[src/rtl/alu_pkg.sv]
// Shared definitions for the ALU shift stage: op encodings, output-buffer
// states and the shift-amount width helper.
package alu_pkg;

    typedef enum logic [1:0] {
        OP_SLL  = 2'b00,
        OP_SRL  = 2'b01,
        OP_SRA  = 2'b10,
        OP_RSVD = 2'b11
    } aluOp_e;

    typedef enum logic [1:0] {
        BUF_EMPTY = 2'b00,
        BUF_FULL  = 2'b01,
        BUF_SKID  = 2'b10
    } bufState_e;

    // Bits of the shift operand needed to address every bit of a dataWidth word.
    function automatic int unsigned shamtWidth(input int unsigned dataWidth);
        return $clog2(dataWidth);
    endfunction

endpackage

[src/rtl/skid_buffer.sv]
// Two-entry output buffer (main + skid register). Ready and valid are decoded
// from registered state only, so downstream ready never reaches upstream ready.
module skid_buffer
    import alu_pkg::*;
#(
    parameter int PAYLOAD_WIDTH = 70
) (
    input  logic                     clk,
    input  logic                     rst_n,
    input  logic                     inValid,
    output logic                     outReady,
    input  logic [PAYLOAD_WIDTH-1:0] inData,
    output logic                     outValid,
    input  logic                     inReady,
    output logic [PAYLOAD_WIDTH-1:0] outData
);

    bufState_e                state_r;
    bufState_e                stateNext_s;
    logic [PAYLOAD_WIDTH-1:0] mainReg_r;
    logic [PAYLOAD_WIDTH-1:0] skidReg_r;
    logic                     accept_s;
    logic                     deliver_s;
    logic                     loadMain_s;
    logic                     loadSkid_s;
    logic                     moveSkid_s;

    assign outValid  = (state_r != BUF_EMPTY);
    assign outReady  = (state_r != BUF_SKID);
    assign outData   = mainReg_r;
    assign accept_s  = inValid & outReady;
    assign deliver_s = outValid & inReady;

    // Next-state and register-load decode.
    always_comb begin
        stateNext_s = state_r;
        loadMain_s  = 1'b0;
        loadSkid_s  = 1'b0;
        moveSkid_s  = 1'b0;
        case (state_r)
            BUF_EMPTY: begin
                if (accept_s) begin
                    stateNext_s = BUF_FULL;
                    loadMain_s  = 1'b1;
                end else begin
                    stateNext_s = BUF_EMPTY;
                end
            end
            BUF_FULL: begin
                if (accept_s && deliver_s) begin
                    loadMain_s = 1'b1;
                end else if (accept_s) begin
                    stateNext_s = BUF_SKID;
                    loadSkid_s  = 1'b1;
                end else if (deliver_s) begin
                    stateNext_s = BUF_EMPTY;
                end else begin
                    stateNext_s = BUF_FULL;
                end
            end
            BUF_SKID: begin
                if (deliver_s) begin
                    stateNext_s = BUF_FULL;
                    moveSkid_s  = 1'b1;
                end else begin
                    stateNext_s = BUF_SKID;
                end
            end
            default: begin
                stateNext_s = BUF_EMPTY;
            end
        endcase
    end

    // State register; reset drops any buffered ops immediately.
    always_ff @(posedge clk or negedge rst_n) begin
        if (!rst_n) begin
            state_r <= BUF_EMPTY;
        end else begin
            state_r <= stateNext_s;
        end
    end

    // Main register feeds the outputs; refilled from upstream or from skid.
    always_ff @(posedge clk or negedge rst_n) begin
        if (!rst_n) begin
            mainReg_r <= '0;
        end else if (loadMain_s) begin
            mainReg_r <= inData;
        end else if (moveSkid_s) begin
            mainReg_r <= skidReg_r;
        end
    end

    // Skid register catches the op accepted while the main entry is stalled.
    always_ff @(posedge clk or negedge rst_n) begin
        if (!rst_n) begin
            skidReg_r <= '0;
        end else if (loadSkid_s) begin
            skidReg_r <= inData;
        end
    end

endmodule

[src/rtl/alu_shift_stage.sv]
// Shift execution stage: computes SLL/SRL/SRA (and 32-bit word forms) at
// accept time and hands the result, tag and illegal flag to a skid buffer.
module alu_shift_stage
    import alu_pkg::*;
#(
    parameter int DATA_WIDTH = 64,
    parameter int TAG_WIDTH  = 5
) (
    input  logic                  in_clk,
    input  logic                  in_rst_n,
    input  logic                  in_valid,
    output logic                  out_ready,
    input  logic [DATA_WIDTH-1:0] in_numA,
    input  logic [DATA_WIDTH-1:0] in_numB,
    input  logic [1:0]            in_op,
    input  logic                  in_word,
    input  logic [TAG_WIDTH-1:0]  in_tag,
    output logic                  out_valid,
    input  logic                  in_ready,
    output logic [DATA_WIDTH-1:0] out_result,
    output logic [TAG_WIDTH-1:0]  out_tag,
    output logic                  out_illegal
);

    localparam int SHAMT_W       = shamtWidth(DATA_WIDTH);
    localparam int PAYLOAD_WIDTH = DATA_WIDTH + TAG_WIDTH + 1;

    logic [SHAMT_W-1:0]       shamt_s;
    logic [4:0]               shamtWord_s;
    logic [DATA_WIDTH-1:0]    fullRes_s;
    logic [31:0]              wordRes_s;
    logic [DATA_WIDTH-1:0]    result_s;
    logic                     illegal_s;
    logic [PAYLOAD_WIDTH-1:0] inPayload_s;
    logic [PAYLOAD_WIDTH-1:0] outPayload_s;
    logic                     unusedBits_s;

    assign shamt_s      = in_numB[SHAMT_W-1:0];
    assign shamtWord_s  = in_numB[4:0];
    assign unusedBits_s = ^in_numB[DATA_WIDTH-1:SHAMT_W];

    // Shift datapath; word forms work on the low 32 bits and sign-extend bit 31.
    always_comb begin
        fullRes_s = '0;
        wordRes_s = 32'h0000_0000;
        illegal_s = 1'b0;
        case (in_op)
            OP_SLL: begin
                fullRes_s = in_numA << shamt_s;
                wordRes_s = in_numA[31:0] << shamtWord_s;
            end
            OP_SRL: begin
                fullRes_s = in_numA >> shamt_s;
                wordRes_s = in_numA[31:0] >> shamtWord_s;
            end
            OP_SRA: begin
                fullRes_s = $signed(in_numA) >>> shamt_s;
                wordRes_s = $signed(in_numA[31:0]) >>> shamtWord_s;
            end
            OP_RSVD: begin
                illegal_s = 1'b1;
            end
            default: begin
                illegal_s = 1'b1;
            end
        endcase
        if (illegal_s) begin
            result_s = '0;
        end else if (in_word) begin
            result_s = {{(DATA_WIDTH-32){wordRes_s[31]}}, wordRes_s};
        end else begin
            result_s = fullRes_s;
        end
    end

    assign inPayload_s = {illegal_s, in_tag, result_s};

    skid_buffer #(
        .PAYLOAD_WIDTH(PAYLOAD_WIDTH)
    ) u_skid_buffer (
        .clk     (in_clk),
        .rst_n   (in_rst_n),
        .inValid (in_valid),
        .outReady(out_ready),
        .inData  (inPayload_s),
        .outValid(out_valid),
        .inReady (in_ready),
        .outData (outPayload_s)
    );

    assign out_result  = outPayload_s[DATA_WIDTH-1:0];
    assign out_tag     = outPayload_s[DATA_WIDTH +: TAG_WIDTH];
    assign out_illegal = outPayload_s[PAYLOAD_WIDTH-1];

endmodule

[config.mk]
export PLATFORM = sky130hd
export DESIGN_NAME = alu_shift_stage
export DESIGN_NICKNAME = d
export VERILOG_FILES = /design/src/rtl/alu_pkg.sv /design/src/rtl/skid_buffer.sv /design/src/rtl/alu_shift_stage.sv
export SDC_FILE = /design/constraint.sdc
export NUM_CORES = 1
export LEC_CHECK = 0
export ABC_AREA = 1
export CAP_MARGIN = 20
export CORE_MARGIN = 2
export CORE_UTILIZATION = 40
export DETAILED_ROUTE_END_ITERATION = 10
export GPL_ROUTABILITY_DRIVEN = 0
export HOLD_SLACK_MARGIN = 0.1
export PLACE_DENSITY_LB_ADDON = 0.2
export SYNTH_ARGS = -nofsm -noshare
export SYNTH_HDL_FRONTEND = slang
export SYNTH_SLANG_ARGS = --single-unit
export TNS_END_PERCENT = 20
[constraint.sdc]
create_clock -name in_clk -period 2.1 [get_ports in_clk]
set_input_delay 0.63 -clock in_clk [delete_from_list [all_inputs] [get_ports in_clk]]
set_output_delay 0.63 -clock in_clk [all_outputs]
set_load 0.01 [all_outputs]
==> results.md <==
* Final Hold Fails at 0
* CP max stage delay at 0.25 ns
* Die Area at around 0.041 mm2
* Gr ovfl total at 0
* Largest family of logic cells by synthesized area: simple AND/OR/NAND/NOR gates
* Seq/Total Area, Yosys at between 20% and 30%
* Cell taking the most area after synthesis: nand3_1
* Maxcap violations at 0
* Ys async rst share at 100%
* Layout Area Growth over Synthesis at 48.4%
* Pwr Density at 594 mW/mm2
* Hpwl dp at 60.8 mm
* Worst Slack Setup Final at -0.171 ns
* Layout cell share with drive strength beyond 1 at 31.0%
* Mux share of post-synthesis cell area at 0%
* Initial cell density of the core at 40.7%
* Peak VDD IR at between 0.5 and 0.6 mV
* Clk sinks at ~140
* Clk root buf: clkbuf_16
* Met2 Usage GRT at 56.8%
* Clk_lat worst skew at 0.42 ns
* GRT met3 Usage at 9.98%
* Area fraction of the dominant cell type after synthesis at just under 30%
* Status: complete, but fails checks
* Initial antenna violation count at 1
* Worst setup EP type: flip-flop
* Reg-to-Reg End: u_skid_buffer.outData[24]$_DFFE_PN0P_
* CTS tree: yes
* Worst Max-Slew Pin Slew at 0.516 ns
* Port-buffer cells at approximately 150
* Post-synthesis simple-gate area fraction at 60.3%
* Hold EP: u_skid_buffer.outData[10]$_DFFE_PN0P_
* CP required at 2.41 ns
* Clock buffer depth at 2
* First-pass DRT Iterations at 8
* Inst Count DP at 3666
* Hold_sp: u_skid_buffer.outData[10]$_DFFE_PN0P_
* Synth top cells by count: 994 x nand2_1, 938 x nand3_1, 142 x dfrtp_1, 96 x nor2_1, 84 x a21oi_1
* H-tree depth at 4
* FF-to-FF path depth at 10
* Maximum number of pins on one net before global-route repair at 45
* Post-Synthesis Net Count at 2941
* Cell leakage power at roughly 12 nW
* Arrival time worst endpoint at 2.58 ns
* Post-detailed-route count of antenna-violating nets at 0
* Crit path time final at around 2.3 ns
* RSZ-0062 raised after global routing: true
* Relative slew slack at 65.5%
* Startpoint Class: input pin
* Critical path's top delay family: buffers and inverters
* Vias/cell at 6.19
* Placement row count at 72
* Count leader, synth: nand2_1
* Global-route wire length before repair at 119 mm
* Post-synthesis xor/xnor area fraction at 0%
* Via count at 23090
* Fin. max-slew vios at 0
* Worst Hold Class: flip-flop to flip-flop
* Final instance area at 0.0235 mm2
* Final Cycle Share at 108%
* Synth top area cells: nand3_1 30%, nand2_1 24%, dfrtp_1 22%
* Compound-Gate Fraction of Synth Area at around 8.3%
* Post-Synth Adder-Cell Area at 0%
* Clock Pin Slew Worst Setup and Hold Paths at ~0.060 ns
* Placed cell area at 0.0205 mm2
* DRC at 0
* Critical path type: input pin to flip-flop
* Yosys cell types at 44
* Critical Path Most Common Cell: nand2_1
* CTS Buf Count at 17
* Mean post-synth cell area at 5.66 um2
* Die Span Y at 203 um
* #FFs+latches synth at 142
* Fmax at 440 MHz
* Final cell utilization of the core at 60.4%
* Vias in the first global route at ~21000
* Reg2reg start: u_skid_buffer.state_r[1]$_DFFE_PN0N_
* Finish-stage setup viols at 112
* Fin nets at 3340
* GRT Util Overall at 36.9%
* Total wire length at 79.9 mm
* Synth warn at 0
* EDFF count, synth at 0
* Cells on Worst Hold Path at 2
* Crit Path Max Fanout at 8
* Top Usage Layer GRT: met2
* Buffers plus inverters on the worst setup path at 7
* CP max-delay cell: a21o_1
* IO Count at 212
* Syn Std Cell Area at 0.0159 mm2
* R2R Setup Slk at between 0.4 and 0.5 ns
* Failing checks: setup timing
* Clock skew at 0.00806 ns
* M1 GR Usage at between 40% and 50%
* Cells after Synth at 2801
* Core area at between 0.03 and 0.04 mm2
* Main flop type after synthesis: dfrtp_1
* 1st-iter DRT viols at 3706
* CP Cell Sequence: buf_12 > clkinv_8 > buf_12 > buf_12 > buf_4 > nand2_2 > inv_1 > nand2_1 > nand2_1 > nand2_1 > nand2_1 > buf_4 > nand3_1 > nand2_1 > nand2_1 > nand2_2 > a21o_1 > nand3_1 > nand2_1
* Post-route insts no fill at 3730
* WL/cell at 21.4 um
* Die W at 203 um
metrics by stage:
step	setup slack (ns)	hold WS, ns	power, W	setup TNS (ns)
2_1_floorplan	0.0154	0.334	0.00724	0
3_3_place_gp	-0.817	0.461	0.0102	-77.67
3_5_place_dp	-0.787	0.465	0.0103	-80.26
4_1_cts	-0.120	0.101	0.0134	-3.18
5_1_grt	-0.254	0.505	0.0147	-16.43
6_report	-0.171	0.477	0.0140	-9.13
power breakdown:
part           total [W]  leakage (nW)  switching, W  internal (W)
Clock            0.00292         0.277       0.00112       0.00179
Sequential       0.00401          1.80      0.000483       0.00353
Combinational    0.00703          9.71       0.00412       0.00291
Total             0.0140          11.8       0.00573       0.00824
logic make-up after synthesis:
group,after synthesis
buf+inv,295
simple gates,2130
flops,142
compound gates,234
worst max-delay path by stage:
stage	from	end	slack, ns	depth (start not counted)
after floorplan	in_numB[1]	u_skid_buffer.outData[10]$_DFFE_PN0P_	0.02	15
after global placement	in_op[0]	u_skid_buffer.outData[26]$_DFFE_PN0P_	-0.82	11
after detailed placement	in_op[1]	u_skid_buffer.outData[44]$_DFFE_PN0P_	-0.79	14
after CTS	in_numA[25]	u_skid_buffer.outData[0]$_DFFE_PN0P_	-0.12	13
after global routing	in_numB[0]	u_skid_buffer.outData[43]$_DFFE_PN0P_	-0.25	14
final	in_numB[0]	u_skid_buffer.outData[41]$_DFFE_PN0P_	-0.17	19
placed cells by master (no fill, tap or decap), types with 4 or more instances in the layout:
master and instances:
nand3_4 17, inv_4 4, a21oi_1 71, nand3_2 230, clkbuf_16 20, and2_4 4
clkinv_2 5, nand3_1 709, nand4_1 23, nand3b_1 6, o21ai_0 24, nand2_2 175
dlymetal6s2s_1 30, dfrtp_1 142, and2_1 8, nor2_2 18, o21ai_1 56, nand2_1 831
buf_4 378, buf_12 44, o211ai_1 21, buf_6 6, a31oi_1 6, inv_1 71
o21ai_2 18, nor2_1 76, clkdlybuf4s50_1 106, dlygate4sd2_1 11, clkbuf_1 4, nand2_4 18
nor2_4 9, a21oi_2 15, inv_2 11, a21o_1 5
worst register-to-register path: cells and delay by family, from the launching register on:
kind,cells,cell delay (ns)
buffers and inverters,4,0.50
and+or+nand+nor,6,0.60
DFF,1,0.42
area by class of cell:
class | count | area (um2)
inverter | 90 | 362
sequential | 142 | 3550
tap | 518 | 648
clock inverter | 7 | 88.8
clock buffer | 23 | 468
multi-input combinational | 2364 | 12900
antenna | 1 | 2.50
timing repair buffer | 585 | 5510
fill | 3725 | 15400
flip-flops by register name, summed over array words and instances (netlist names):
register	cells
u_skid_buffer.outData	70
u_skid_buffer.skidReg_r	70
u_skid_buffer.state_r	2
timing repair:
| action | 4_1_cts | 5_1_grt |
|---|---|---|
| setup buffers | 5 | 22 |
| gates cloned | 2 | 3 |
| setup endpoints to repair | 130 | 129 |
| hold buffers | 0 | 1 |
| resized for setup | 222 | 348 |
| hold endpoints to repair | 0 | 1 |
| pin swaps | 20 | 66 |
routing by layer:
| layer | wire [um] | vias to the layer above | part of all wire (%) |
|---|---|---|---|
| met5 | 11 | - | 0.014 |
| met2 | 34600 | 1640 | 43 |
| li1 | - | 10291 | - |
| met3 | 9490 | 447 | 12 |
| met4 | 5630 | 2 | 7.0 |
| met1 | 30100 | 10710 | 38 |
(Power assumes the default switching activity.)
==> edit 1, RTL diff (same flow settings) <==
Encoding of `bufState_e`: now one-hot (3 bits for 3 states).
--- a/src/rtl/alu_pkg.sv
+++ b/src/rtl/alu_pkg.sv
@@ -9,10 +9,10 @@
         OP_RSVD = 2'b11
     } aluOp_e;
 
-    typedef enum logic [1:0] {
-        BUF_EMPTY = 2'b00,
-        BUF_FULL  = 2'b01,
-        BUF_SKID  = 2'b10
+    typedef enum logic [2:0] {
+        BUF_EMPTY = 3'b001,
+        BUF_FULL  = 3'b010,
+        BUF_SKID  = 3'b100
     } bufState_e;
 
     // Bits of the shift operand needed to address every bit of a dataWidth word.
Behaviour: no difference found for any inputs over 4 cycles, from zero or initial values and one cycle with in_rst_n low; so few cycles prove little.
==> edit 1 against the unedited design <==
Fmax decreased by 1.0%. Largest power group unchanged. Worst setup slack got worse by 0.024 ns. Clock skew about the same. Design area increased by 0.85%. Area after synthesis decreased by 1.3%. Total power increased by 20%. Wire length increased by 2.0%. The flow still finishes with violations (negative setup slack). Sequential cell count increased by 1. Non-clock buffer count increased by 43.
==> edit 1: results <==
outcome:
  outcome: "complete, but fails checks"
  failed_checks: "negative setup slack"
global_routing:
  grt_pass1_wl_mm: 122
  use_met1: 0.488
  grt_pass1_vias: 21562
  grt_max_degree: 52
  use_met3: 0.0871
  met2_usage: 0.580
  antenna_found_initial: 2
routing:
  wl_met3_mm: 9.45
  vias: 22931
  wl_met2_mm: 34.5
  vias_per_cell: 6.11
  wirelength_met1_mm: 30.9
  wl_per_cell_microns: 21.7
  first_iter_violations: 3463
synth:
  synth_compound_area_frac: 0.126
  yosys.cell_types.count: 48
  syn_inst: 2776
  synth_area_leaders: "nand2_1 (26%), nand3_1 (25%), dfrtp_1 (23%)"
  synth_common_cells: "nand2_1 (1076), nand3_1 (767), dfrtp_1 (142)"
  synthMuxAreaShare: 0.00128
sta:
  layout_setup_ws_ns: -0.195
  finalSetupViolations: 121
  hold-worst-slack_ns: 0.164
  tightest_slew_ns: 0.547
  fin_skew_ns: 0.00845
hold_path:
  hold_path_class: "in2async"
cells_and_area:
  seq_area_sq_um: 3580
  buf_share: 0.244
  design_area_sq_um: 23700
  multi_input_area_share: 0.534
  signal_buffers: 628
  layout.nets: 3363
  inv_count: 106
cts:
  cts_sinks: 143
placed_design:
  dpl.cell_count: 3692
  dp_hpwl_mm: 61.7
power_and_ir_drop:
  ir_drop_uv: 703
  leakage_nw: 11.8
  swShare: 0.417
worst_setup_path:
  max_stage_delay_ns: 0.19
  crit_family: "simple AND/OR/NAND/NOR gates"
  reg2reg_to: "u_skid_buffer.outData[13]"
  crit_fanout: 19
  cp_slowest_cell: "buf_12"
floorplan:
  core_region_area_sq_um: 38600
==> edit 1: cell types whose count changed in the layout (fill, tap and decap cells not counted), sizes merged, moves of 16 or more <==
cell / delta
dlymetal6s2s: -16
o211ai: +19
o21a: +24
nand2: +62
and2: +16
buf: +41
a21oi: -36
nand3: -185
dlygate4sd2: +27
a22o: +23
o21ai: +58
==> edit 1: power by group through the flow <==
| stage | registers (mW) | logic (mW) | clock network [mW] |
|---|---|---|---|
| 6_report | 4.62 | 8.97 | 3.12 |
| 3_5_place_dp | 4.64 | 7.99 | 0 |
| 5_1_grt | 4.75 | 9.62 | 3.27 |
| 3_3_place_gp | 4.61 | 7.87 | 0 |
| 4_1_cts | 4.61 | 8.33 | 3.17 |
| 2_1_floorplan | 4.69 | 4.00 | 0 |
==> edit 1: repair_timing <==
action / 4_1_cts / 5_1_grt
resized for setup: 270 / 361
setup endpoints to repair: 130 / 130
cloned: 5 / 4
setup buffers: 19 / 6
pin swaps: 56 / 101
==> edit 2, RTL diff (same flow settings) <==
Made on the original files. Set the parameter `TAG_WIDTH` to 7 (it was 5).
--- a/src/rtl/alu_shift_stage.sv
+++ b/src/rtl/alu_shift_stage.sv
@@ -4,7 +4,7 @@
     import alu_pkg::*;
 #(
     parameter int DATA_WIDTH = 64,
-    parameter int TAG_WIDTH  = 5
+    parameter int TAG_WIDTH  = 7
 ) (
     input  logic                  in_clk,
     input  logic                  in_rst_n,
Ports: changed (resized in_tag and out_tag); port bits go from 212 to 216. The function was not compared with the original's and may differ.
==> edit 2 against the unedited design <==
The run still ends with negative setup slack left. Clock skew up 0.0042 ns. Register-to-register slack got worse by 0.14 ns. Clock power shrank 5%. Area after synthesis shrank 0.75%. Sequential cell count increased by 4. Total power grew 0.68%. Worst setup slack worse by 0.042 ns. Design area up 4.1%. Wire length up 3.4%. Critical path type unchanged. Largest cell class unchanged.
==> edit 2: results <==
cells_and_area:
  layout.nets: 3386
  seq_area_sq_um: 3650
  multi_input_gates: 2360
  fill_cells: 3479
  signal_buffers: 625
  inv_count: 94
  n_sequential_cell: 146
  clock_cell_area_share: 0.0219
  clkbuf_count: 18
  buf_share: 0.244
outcome:
  outcome: "complete, but fails checks"
  failed_checks: "negative setup slack"
power_and_ir_drop:
  leakage_nw: 12.2
  ir_drop_uv: 573
global_routing:
  grt_pass1_vias: 21134
  grt_pass1_wl_mm: 118
  grt_util_all_layers: 0.369
synth:
  synth_compound_area_frac: 0.0954
  synth_area_leaders: "nand3_1 (29%), nand2_1 (25%), dfrtp_1 (23%)"
  synth_fp_nets: 2945
placed_design:
  dp_hpwl_mm: 59.7
  dp_slack_ns: -1.19
  numPortBuffers: 157
routing:
  wl_met3_mm: 10.4
  wirelength_met1_mm: 30.2
  first_iter_violations: 3481
  wl_per_cell_microns: 21.9
  drtPass1Iterations: 10
  dr.max_layer_used: "met4"
worst_setup_path:
  rr_startpoint: "u_skid_buffer.state_r[0]"
  crit_family: "simple AND/OR/NAND/NOR gates"
  r2r_slack_ns: 0.35
  cp_slowest_cell: "buf_4"
  critPathLaunch: "in_numB[2]"
  crit_fanout: 19
  reg2reg_to: "u_skid_buffer.outData[16]"
cts:
  cts_resized: 219
  post_cts_buffers: 7
sta:
  layout_setup_ws_ns: -0.212
  relSlewSlack: 0.719
  finalSetupViolations: 94
hold_path:
  hold_path_class: "in2async"
==> edit 2: cell types whose count changed after synthesis, sizes merged, moves of 9 or more <==
cell    delta
a21oi     -12
and2      +20
nand2     +12
nand3     -56
nor2       -9
o211ai    +22
o21ai     +16
==> edit 2: metrics by stage <==
step           power, mW  setup TNS [ns]  cell area (sq um)  instances  hold WS, ns
2_1_floorplan       7.19       -0.000617              15700       2803        0.334
3_5_place_dp        10.2          -99.71              20600       3701        0.467
6_report            14.1           -5.06              24500       3776        0.114
5_1_grt             14.8          -11.92              24500       3775        0.132
4_1_cts             13.2           -5.23              21900       3745        0.109
3_3_place_gp        10.1          -99.17              20600       3701        0.463
==> edit 2: metal layers <==
metal,global-route usage,vias up
li1,-,10374
met1,0.468,10876
met2,0.569,1768
met3,0.0946,512
met4,0.208,0
met5,0,-
==> edit 2: where the power goes <==
group / internal (mW) / switching [mW]
combinational: 2.97 / 4.21
clock: 1.52 / 1.26
sequential: 3.60 / 0.492
